<file path="src/rtl/arb_nmks_rr.sv">
// arb_nmks_rr: NUM_M x NUM_S bus arbiter with per-slave grant lock and read-ID FIFOs for response routing.
// Latency: 0 cycles on both the request path (master->slave) and the response path (slave->master).
// Backpressure: s_ack is reflected onto the granted m_ack; a slave is not offered while its ID FIFO is full.
// Config macro ARB_NMKS_RR_RR_EN: defined -> round-robin per slave, undefined -> fixed priority (lowest index wins).
module arb_nmks_rr #(
  parameter int NUM_M      = 2,
  parameter int NUM_S      = 4,
  parameter int SEL_LSB    = 28,
  parameter int RESP_DEPTH = 4
) (
  input  logic                clk_i,
  input  logic                rst_ni,
  input  logic [NUM_M-1:0]    m_req,
  input  logic [NUM_M-1:0]    m_we,
  input  logic [NUM_M*32-1:0] m_addr,
  input  logic [NUM_M*4-1:0]  m_be,
  input  logic [NUM_M*32-1:0] m_wdata,
  output logic [NUM_M-1:0]    m_ack,
  output logic [NUM_M-1:0]    m_resp,
  output logic [NUM_M*32-1:0] m_rdata,
  output logic [NUM_S-1:0]    s_req,
  output logic [NUM_S-1:0]    s_we,
  output logic [NUM_S*32-1:0] s_addr,
  output logic [NUM_S*4-1:0]  s_be,
  output logic [NUM_S*32-1:0] s_wdata,
  input  logic [NUM_S-1:0]    s_ack,
  input  logic [NUM_S-1:0]    s_resp,
  input  logic [NUM_S*32-1:0] s_rdata
);

  localparam int SEL_W = $clog2(NUM_S);
  localparam int MW    = (NUM_M > 1) ? $clog2(NUM_M) : 1;
  localparam int PW    = $clog2(RESP_DEPTH);
  localparam int CW    = $clog2(RESP_DEPTH) + 1;

  // Per-master read accounting
  logic [CW-1:0]    r_out_cnt [NUM_M];
  logic [SEL_W-1:0] r_out_tgt [NUM_M];
  // Per-slave ID FIFO, grant lock and (optionally) round-robin pointer
  logic [MW-1:0]    r_fifo    [NUM_S][RESP_DEPTH];
  logic [PW-1:0]    r_wptr    [NUM_S];
  logic [PW-1:0]    r_rptr    [NUM_S];
  logic [CW-1:0]    r_fcnt    [NUM_S];
  logic [NUM_S-1:0] r_lock_vld;
  logic [MW-1:0]    r_lock_idx [NUM_S];
`ifdef ARB_NMKS_RR_RR_EN
  logic [MW-1:0]    r_ptr     [NUM_S];
`endif

  logic [SEL_W-1:0] w_sel     [NUM_M];
  logic [SEL_W-1:0] w_tgt     [NUM_M];
  logic [NUM_M-1:0] w_elig    [NUM_S];
  logic [MW-1:0]    w_gnt     [NUM_S];
  logic [MW-1:0]    w_head    [NUM_S];
  logic [NUM_S-1:0] w_full, w_sreq, w_hs, w_push, w_pop;
  logic [NUM_M-1:0] w_inc, w_dec;
  logic [SEL_W-1:0] w_inc_tgt [NUM_M];

  // Decode each master's target slave; out-of-range selects fold onto the last slave
  always_comb begin
    for (int m = 0; m < NUM_M; m++) begin
      w_sel[m] = m_addr[m*32 + SEL_LSB +: SEL_W];
      if (int'(w_sel[m]) >= NUM_S) w_tgt[m] = SEL_W'(NUM_S - 1);
      else                         w_tgt[m] = w_sel[m];
    end
  end

  // A master may only be offered to the slave its existing reads went to, and only below the read limit
  always_comb begin
    for (int s = 0; s < NUM_S; s++) begin
      for (int m = 0; m < NUM_M; m++) begin
        w_elig[s][m] = m_req[m] && (w_tgt[m] == SEL_W'(s)) &&
                       (r_out_cnt[m] < CW'(RESP_DEPTH)) &&
                       ((r_out_cnt[m] == '0) || (r_out_tgt[m] == SEL_W'(s)));
      end
    end
  end

  // Pick a master per slave: a pending locked grant wins, otherwise arbitrate
  always_comb begin : p_gnt
    logic found;
    int   idx;
    found = 1'b0;
    idx   = 0;
    for (int s = 0; s < NUM_S; s++) begin
      w_gnt[s] = '0;
      found    = 1'b0;
      if (r_lock_vld[s] && w_elig[s][r_lock_idx[s]]) begin
        w_gnt[s] = r_lock_idx[s];
      end else begin
`ifdef ARB_NMKS_RR_RR_EN
        for (int k = 0; k < NUM_M; k++) begin
          idx = (int'(r_ptr[s]) + k) % NUM_M;
          if (!found && w_elig[s][idx]) begin
            w_gnt[s] = MW'(idx);
            found    = 1'b1;
          end
        end
`else
        for (int k = NUM_M - 1; k >= 0; k--) begin
          if (w_elig[s][k]) w_gnt[s] = MW'(k);
        end
`endif
      end
    end
  end

  // Per-slave handshake, FIFO push/pop and the master at the FIFO head
  always_comb begin
    for (int s = 0; s < NUM_S; s++) begin
      w_full[s] = (r_fcnt[s] == CW'(RESP_DEPTH));
      w_sreq[s] = rst_ni && (|w_elig[s]) && !w_full[s];
      w_hs[s]   = w_sreq[s] && s_ack[s];
      w_push[s] = w_hs[s] && !m_we[w_gnt[s]];
      w_pop[s]  = rst_ni && s_resp[s] && (r_fcnt[s] != '0);
      w_head[s] = r_fifo[s][r_rptr[s]];
    end
  end

  // Route granted requests to slaves and popped responses back to their masters
  always_comb begin
    m_ack   = '0;
    m_resp  = '0;
    m_rdata = '0;
    s_req   = '0;
    s_we    = '0;
    s_addr  = '0;
    s_be    = '0;
    s_wdata = '0;
    for (int s = 0; s < NUM_S; s++) begin
      if (w_sreq[s]) begin
        s_req[s]            = 1'b1;
        s_we[s]             = m_we[w_gnt[s]];
        s_addr[s*32 +: 32]  = m_addr[int'(w_gnt[s])*32 +: 32];
        s_be[s*4 +: 4]      = m_be[int'(w_gnt[s])*4 +: 4];
        s_wdata[s*32 +: 32] = m_wdata[int'(w_gnt[s])*32 +: 32];
        m_ack[w_gnt[s]]     = s_ack[s];
      end
      if (w_pop[s]) begin
        m_resp[w_head[s]]                    = 1'b1;
        m_rdata[int'(w_head[s])*32 +: 32]    = s_rdata[s*32 +: 32];
      end
    end
  end

  // Collect per-master read issue/retire events across all slaves
  always_comb begin
    for (int m = 0; m < NUM_M; m++) begin
      w_inc[m]     = 1'b0;
      w_dec[m]     = 1'b0;
      w_inc_tgt[m] = '0;
      for (int s = 0; s < NUM_S; s++) begin
        if (w_push[s] && (w_gnt[s] == MW'(m))) begin
          w_inc[m]     = 1'b1;
          w_inc_tgt[m] = SEL_W'(s);
        end
        if (w_pop[s] && (w_head[s] == MW'(m))) w_dec[m] = 1'b1;
      end
    end
  end

  // Outstanding-read count per master and the slave those reads target
  always_ff @(posedge clk_i) begin
    for (int m = 0; m < NUM_M; m++) begin
      if (!rst_ni) begin
        r_out_cnt[m] <= '0;
        r_out_tgt[m] <= '0;
      end else begin
        if (w_inc[m] && !w_dec[m])      r_out_cnt[m] <= r_out_cnt[m] + CW'(1);
        else if (!w_inc[m] && w_dec[m]) r_out_cnt[m] <= r_out_cnt[m] - CW'(1);
        if (w_inc[m]) r_out_tgt[m] <= w_inc_tgt[m];
      end
    end
  end

  // ID FIFO storage; occupancy lives in the pointers, so contents need no reset
  always_ff @(posedge clk_i) begin
    for (int s = 0; s < NUM_S; s++) begin
      if (w_push[s]) r_fifo[s][r_wptr[s]] <= w_gnt[s];
    end
  end

  // FIFO pointers, grant lock while a request is stalled, round-robin pointer on handshake
  always_ff @(posedge clk_i) begin
    for (int s = 0; s < NUM_S; s++) begin
      if (!rst_ni) begin
        r_wptr[s]     <= '0;
        r_rptr[s]     <= '0;
        r_fcnt[s]     <= '0;
        r_lock_vld[s] <= 1'b0;
        r_lock_idx[s] <= '0;
`ifdef ARB_NMKS_RR_RR_EN
        r_ptr[s]      <= '0;
`endif
      end else begin
        if (w_push[s]) r_wptr[s] <= r_wptr[s] + PW'(1);
        if (w_pop[s])  r_rptr[s] <= r_rptr[s] + PW'(1);
        if (w_push[s] && !w_pop[s])      r_fcnt[s] <= r_fcnt[s] + CW'(1);
        else if (!w_push[s] && w_pop[s]) r_fcnt[s] <= r_fcnt[s] - CW'(1);
        r_lock_vld[s] <= w_sreq[s] && !s_ack[s];
        if (w_sreq[s] && !s_ack[s]) r_lock_idx[s] <= w_gnt[s];
`ifdef ARB_NMKS_RR_RR_EN
        if (w_hs[s]) r_ptr[s] <= (int'(w_gnt[s]) == NUM_M - 1) ? '0 : w_gnt[s] + MW'(1);
`endif
      end
    end
  end

endmodule

</file>
<file path="config.mk">
export PLATFORM = sky130hd
export DESIGN_NAME = arb_nmks_rr
export DESIGN_NICKNAME = d
export VERILOG_FILES = /design/src/rtl/arb_nmks_rr.sv
export SDC_FILE = /design/constraint.sdc
export NUM_CORES = 1
export LEC_CHECK = 0
export CAP_MARGIN = 20
export CORE_AREA = 4 4 243 245
export DETAILED_ROUTE_END_ITERATION = 7
export DIE_AREA = 0 0 247 249
export GPL_TIMING_DRIVEN = 0
export PLACE_DENSITY = 0.53
export SETUP_SLACK_MARGIN = 0.1
export SLEW_MARGIN = 0
export SYNTH_ARGS = -nofsm -noshare
export SYNTH_HDL_FRONTEND = slang
export SYNTH_SLANG_ARGS = --single-unit
export TNS_END_PERCENT = 30
</file>
<file path="constraint.sdc">
create_clock -name clk_i -period 3.4 [get_ports clk_i]
set_input_delay 0.34 -clock clk_i [delete_from_list [all_inputs] [get_ports clk_i]]
set_output_delay 0.34 -clock clk_i [all_outputs]
set_load 0.01 [all_outputs]
</file>
==> results of run 1 <==
## path summary, 6_finish.rpt
check	from	endpoint	slack [ps]
worst min-delay path	r_lock_idx[2]	r_lock_idx[2]	500
worst max-delay path	r_out_cnt[1][2]	s_be[14]	100
worst max register to register	r_out_cnt[0][0]	r_out_cnt[1][2]	250
worst min register to register	r_lock_idx[2]	r_lock_idx[2]	500
## layout by cell type (no fill, tap or decap), types with 9 or more instances in the layout
cell type	synthesis	layout
a21oi_4	0	9
dlymetal6s2s_1	0	108
ha_1	28	27
a22o_1	66	64
o21ai_1	9	13
clkbuf_16	0	11
edfxtp_1	57	57
buf_4	4	44
a21oi_1	246	229
buf_6	1	20
mux2i_1	14	14
clkbuf_8	0	20
a221oi_1	32	25
dlygate4sd2_1	0	122
clkbuf_2	0	45
o21ai_0	34	29
nand3_1	47	45
o22ai_1	35	35
and2_1	28	27
xnor2_1	11	11
o2bb2ai_1	32	32
nor2_1	62	59
clkbuf_4	0	26
clkdlybuf4s50_1	0	360
inv_1	42	38
nand2_1	461	455
## sequential cells by signal (all words and copies together), names as in the netlist
name / flops
r_fcnt: 12
r_fifo: 16
r_lock_idx: 4
r_lock_vld: 4
r_out_cnt: 6
r_out_tgt: 4
r_rptr: 8
r_wptr: 8
## cell type report
type	count	area share, %
Timing Repair Buffer	645	36.2
Multi-Input combinational cell	1203	39.5
Clock buffer	16	1.64
Antenna cell	3	0.0421
Inverter	42	0.913
Sequential cell	62	10.2
Tap cell	765	5.37
Buffer	126	6.23
## per-stage QoR
step	util (%)	power (mW)	TNS [ps]	cells	hold WS, ps
after floorplan	-	1.79	0	1433	412
after global placement	28.5	2.94	-233280	2819	472
after detailed placement	28.5	2.96	-229350	2819	482
after CTS	30.3	3.93	-132	2844	489
after global routing	31.2	4.16	-32.9	2862	523
final	31.2	3.96	0	2862	499
## cells by family after synthesis
kind of cell	share of synthesized area [%]
AOI/OAI and AO/OA	34.0
xor gates and xnor gates	1.25
adders and majority gates	4.28
buffers and inverters	7.45
DFF	19.9
muxes	2.77
other	0.0411
and+or+nand+nor	30.4
## critical path: stages (launching register included)
cell and delay [ps]:
edfxtp_1 380, buf_6 150, or3_1 360, buf_2 170, a21o_1 200, nand2_1 130
nand3_4 220, buf_4 250, clkbuf_4 230, a21oi_4 240, dlygate4sd2_1 300
## metal layers
metal  track usage, %  part of all wire (%)  routed length (µm)  up-vias
met4             12.8                   7.5                5480       26
met3             5.73                   9.2                6750      187
met1             23.4                    35               25300     6765
met2             39.1                    49               35600      883
li1                 -                     -                   -     6394
met5                0                  0.24                 175        -
## power groups by stage
| stage | Combinational (mW) | Sequential (mW) | Clock, mW |
|---|---|---|---|
| after floorplan | 0.847 | 0.946 | 0 |
| after global placement | 1.98 | 0.956 | 0 |
| after detailed placement | 2.00 | 0.960 | 0 |
| after CTS | 2.07 | 0.947 | 0.917 |
| after global routing | 2.27 | 0.947 | 0.948 |
| final | 2.12 | 0.941 | 0.892 |
## what timing repair did
action | CTS | global route
gates cloned | 0 | 1
pin swaps | 13 | 11
endpoints found under the setup margin | 346 | 242
resized for setup | 439 | 239
setup buffers | 9 | 14
==> impl_metrics.py, run 1 <==
metrics = {
    "worst_setup_path": {
        "worst_ep_required_time_ps": 3060,
        "cp-start-kind": "flop",
        "end_kind": "primary output",
        "crit_type": "flop to primary output",
        "reg2reg_depth": 13,
        "worstPathMaxFanout": 10,
        "worstPathArrival_ps": 2960,
    },
    "global_routing": {
        "grt_pass1_wl_um": 101000,
        "grt_max_degree": 14,
        "antenna_found_initial": 19,
        "grt_pass1_vias": 13900,
        "grt_use_total_pct": 22.1,
        "overflow": 0,
    },
    "synth": {
        "synth_edf_count": 57,
        "syn_area_per_cell_um2": 6.38,
        "synth_ff_type": "edfxtp_1",
        "async_reset_ff_share_pct": 0,
        "ys_ff_latch": 62,
        "syn_inst": 1430,
        "seq_area_frac_synth_pct": 19.9,
        "synth_area_leaders": "nand2_1 (19%), edfxtp_1 (19%), a21oi_1 (13%)",
        "synth_top_area_share_pct": 19.0,
        "yosysTopAreaCell": "nand2_1",
        "yosysWarnings": 0,
        "syn_area_um2": 9120,
        "netlist_top_cells_count": "nand2_1 (461), a21oi_1 (246), clkbuf_1 (91)",
        "synth_cell_types": 64,
        "yosys.cell_count.top_type": "nand2_1",
    },
    "pwr": {
        "swShare_pct": 37.9,
        "comb_power_share_pct": 53.7,
        "irDropWorstVdd_v": 0.000201,
        "p_switching_mw": 1.50,
        "powerDensity_nw_per_um2": 222,
        "p_leak_nw": 9.24,
        "p_seq_share_pct": 23.8,
        "intPower_mw": 2.46,
        "p_clk_share_pct": 22.6,
    },
    "cts": {
        "clock_path_buffers": 2,
        "cts.htree.levels": 3,
        "clock_sink_count": 62,
        "path_clk_slew_ps": 50,
        "cts_buffers": 9,
        "hold_buffers": 0,
        "cts_tree": "done",
        "insertion_delay_ps": 330,
        "cts_root_buffer": "clkbuf_16",
    },
    "place": {
        "dp_hpwl_um": 59300,
        "globalplace.congestion": 0.969,
        "placed_cell_area_um2": 16300,
        "numPortBuffers": 621,
        "pre_cts_ws_ps": -1340,
    },
    "detailed_routing": {
        "wirelength_um": 73300,
        "drt-pass1-iter-count": 5,
        "vias_per_cell": 4.98,
        "ant_nets": 0,
        "drt-initial-drc-count": 1102,
        "drc_errors": 0,
        "post_drt_wl_per_cell_um": 25.6,
        "via_count": 14300,
    },
    "die": {
        "ioPinCount": 626,
        "die_x_um": 247,
        "rows": 88,
        "core_area_um2": 57100,
        "die_area_um2": 61500,
        "start_util_pct": 16.0,
        "die_y_um": 249,
    },
    "sta": {
        "maxSlewHeadroom_pct": 53.2,
        "finalCriticalPeriod_ps": 3300,
        "setup_slack_ps": 97.2,
        "rsz0062_at_grt": "true",
        "fin_skew_ps": 6.30,
        "finalCritPeriodShare_pct": 97.1,
        "fmax_ghz": 0.303,
        "final_hold_viol_count": 0,
        "tightest_slew_ps": 695,
        "drv_slew": 0,
        "setup_viol": 0,
    },
    "run": {
        "maxCapViolCount": 0,
    },
    "layout": {
        "fin_area_um2": 17800,
        "fin_nets": 2397,
        "final_layout_size_suffix_gt1_share_pct": 12.5,
        "multi_input_area_um2": 7030,
        "area_growth_pct": 95.4,
        "seq_area_um2": 1810,
        "num-fill-cells": 6148,
    },
    "worst_hold_path": {
        "hold_depth": 2,
        "hp-class": "flop to flop",
    },
    "status": {
        "status": "finished, final reports clean",
    },
}
(Power assumes the default switching activity.)
==> inputs of run 2 (changes only) <==
--- a/config.mk
+++ b/config.mk
@@ -6,11 +6,14 @@
 export NUM_CORES = 1
 export LEC_CHECK = 0
 export CAP_MARGIN = 20
-export CORE_AREA = 4 4 243 245
+export CELL_PAD_IN_SITES_DETAIL_PLACEMENT = 0
+export CELL_PAD_IN_SITES_GLOBAL_PLACEMENT = 2
+export CORE_AREA = 4 4 244 246
 export DETAILED_ROUTE_END_ITERATION = 7
-export DIE_AREA = 0 0 247 249
+export DIE_AREA = 0 0 248 250
 export GPL_TIMING_DRIVEN = 0
-export PLACE_DENSITY = 0.53
+export MAX_ROUTING_LAYER = met4
+export PLACE_DENSITY = 0.87
 export SETUP_SLACK_MARGIN = 0.1
 export SLEW_MARGIN = 0
 export SYNTH_ARGS = -nofsm -noshare
==> run 2 against run 1 <==
Against the previous run:
- core utilization about the same
- power increased by 0.37%
- worst hold slack improved by 17 ps
- clock-buffer cell count decreased by 1
- final area increased by 0.36%
- critical endpoint is now r_out_cnt[1][2]
- largest power group unchanged
==> impl_metrics.py, run 2 (same netlist as run 1, synthesis figures left out) <==
metrics = {
    "pwr": {
        "p_switching_mw": 1.52,
        "powerDensity_nw_per_um2": 222,
        "swShare_pct": 38.3,
        "comb_power_share_pct": 54.2,
        "p_seq_share_pct": 24.0,
        "p_clk_share_pct": 21.9,
        "p_leak_nw": 8.98,
        "irDropWorstVdd_v": 0.000260,
        "intPower_mw": 2.45,
    },
    "detailed_routing": {
        "ant_nets": 0,
        "wirelength_um": 74500,
        "drc_errors": 0,
        "drt-initial-drc-count": 879,
        "vias_per_cell": 4.93,
        "drt-pass1-iter-count": 5,
        "via_count": 14200,
        "post_drt_wl_per_cell_um": 25.9,
    },
    "worst_setup_path": {
        "cp_top_family": "simple AND/OR/NAND/NOR gates",
        "crit_type": "flop to flop",
        "worstPathArrival_ps": 3390,
        "cp_slowest_stage_delay_ps": 450,
        "cp_num_buf_inv": 3,
        "worst_ep_required_time_ps": 3490,
        "worst_path_max_delay_cell": "fa_1",
        "cp-start-kind": "flop",
        "worstPathMaxFanout": 9,
        "end_kind": "flop",
        "path_cells": "inv_2 > ha_1 > nor2b_2 > clkbuf_8 > o211ai_1 > buf_4 > nand3b_1 > a41oi_4 > or2_2 > fa_1 > xnor2_1 > and2_1 > mux2_2",
    },
    "sta": {
        "final_hold_viol_count": 0,
        "rsz0062_at_grt": "true",
        "finalCriticalPeriod_ps": 3300,
        "fin_skew_ps": 9.46,
        "tightest_slew_ps": 710,
        "maxSlewHeadroom_pct": 52.7,
        "drv_slew": 0,
        "finalCritPeriodShare_pct": 97.0,
        "setup_tns_ps": 0,
        "fmax_ghz": 0.303,
        "setup_viol": 0,
    },
    "worst_hold_path": {
        "hp-class": "flop to flop",
    },
    "place": {
        "numPortBuffers": 621,
        "dp_hpwl_um": 60100,
        "globalplace.congestion": 0.958,
        "place_inst": 2819,
    },
    "layout": {
        "fin_nets": 2397,
        "area_growth_pct": 96.1,
        "final_cell_mix": "nand2_1 (456), clkdlybuf4s50_1 (362), a21oi_1 (222)",
        "final_layout_size_suffix_gt1_share_pct": 13.1,
        "layout.cells.non_filler": 2881,
        "final_common_cell": "nand2_1",
        "num-fill-cells": 6248,
        "largest_reg_flops": 16,
    },
    "cts": {
        "clock_path_buffers": 2,
        "insertion_delay_ps": 340,
        "hold_buffers": 0,
        "path_clk_slew_ps": 50,
        "cts_tree": "done",
        "cts_root_buffer": "clkbuf_16",
        "cts_buffers": 9,
        "clock_sink_count": 62,
        "cts.htree.levels": 3,
    },
    "global_routing": {
        "grt_use_total_pct": 23.1,
        "grt_pass1_vias": 14300,
        "overflow": 0,
        "antenna_found_initial": 24,
        "grt_max_degree": 14,
        "grt_pass1_wl_um": 103000,
    },
    "die": {
        "ioPinCount": 626,
        "die_area_um2": 62000,
        "die_y_um": 250,
        "die_x_um": 248,
        "core_area_um2": 57400,
        "rows": 88,
        "start_util_pct": 15.9,
    },
    "run": {
        "maxCapViolCount": 0,
    },
    "status": {
        "status": "finished, final reports clean",
    },
}
==> run 2: through the flow <==
stage / instance area [µm²] / hold WS, ps / power [mW] / setup slack, ps / utilization, %
CTS: 17300 / 511 / 3.94 / -171 / 30.1
global placement: 16300 / 475 / 2.96 / -1320 / 28.4
floorplan: 9130 / 412 / 1.79 / 363 / -
global route: 17900 / 534 / 4.18 / -24.5 / 31.2
detailed placement: 16300 / 503 / 2.98 / -1350 / 28.4
finish: 17900 / 516 / 3.97 / 101 / 31.2
==> run 2: path summary, 6_finish.rpt <==
path | start | end | slack, ps | cells past startpoint
setup / recovery | r_out_cnt[0][0] | r_out_cnt[1][2] | 100 | 13
hold / removal | r_lock_idx[2] | r_lock_idx[2] | 520 | 2
setup reg to reg | r_out_cnt[0][0] | r_out_cnt[1][2] | 100 | 13
hold reg to reg | r_lock_idx[2] | r_lock_idx[2] | 520 | 2
==> run 2: area by class of cell <==
class / instances / area, µm² / share of cell area, %
Antenna cell: 22 / 55.1 / 0.308
Buffer: 125 / 1120 / 6.29
Clock buffer: 15 / 278 / 1.55
Tap cell: 765 / 957 / 5.35
Sequential cell: 62 / 1810 / 10.1
Inverter: 42 / 171 / 0.958
Multi-Input combinational cell: 1203 / 7070 / 39.5
Clock inverter: 1 / 5.00 / 0.0280
Timing Repair Buffer: 646 / 6420 / 35.9
==> run 2: power by group through the flow <==
stage	registers, mW	clock network, mW	logic (mW)
after detailed placement	0.960	0	2.02
after global placement	0.955	0	2.01
after CTS	0.949	0.887	2.10
after floorplan	0.946	0	0.847
after global routing	0.957	0.920	2.30
final	0.951	0.869	2.15
==> run 2: routing by layer <==
layer | GRT usage, % | vias to the layer above | share of wire (%)
met5 | - | - | 0
met4 | 10.6 | 0 | 5.6
met3 | 5.59 | 138 | 8.3
met2 | 42.1 | 796 | 51
met1 | 23.1 | 6864 | 35
li1 | - | 6415 | -
==> run 2: worst register-to-register path, cell delays in order (launching register included) <==
cell and delay (ps):
edfxtp_1 400, inv_2 110, ha_1 190, nor2b_2 180
clkbuf_8 180, o211ai_1 130, buf_4 180, nand3b_1 160
a41oi_4 190, or2_2 340, fa_1 450, xnor2_1 150
and2_1 160, mux2_2 260
==> run 2: timing repair <==
item / CTS / global route
pin swaps: 10 / 12
endpoints found under the setup margin: 345 / 208
resized for setup: 478 / 240
setup buffers: 12 / 13
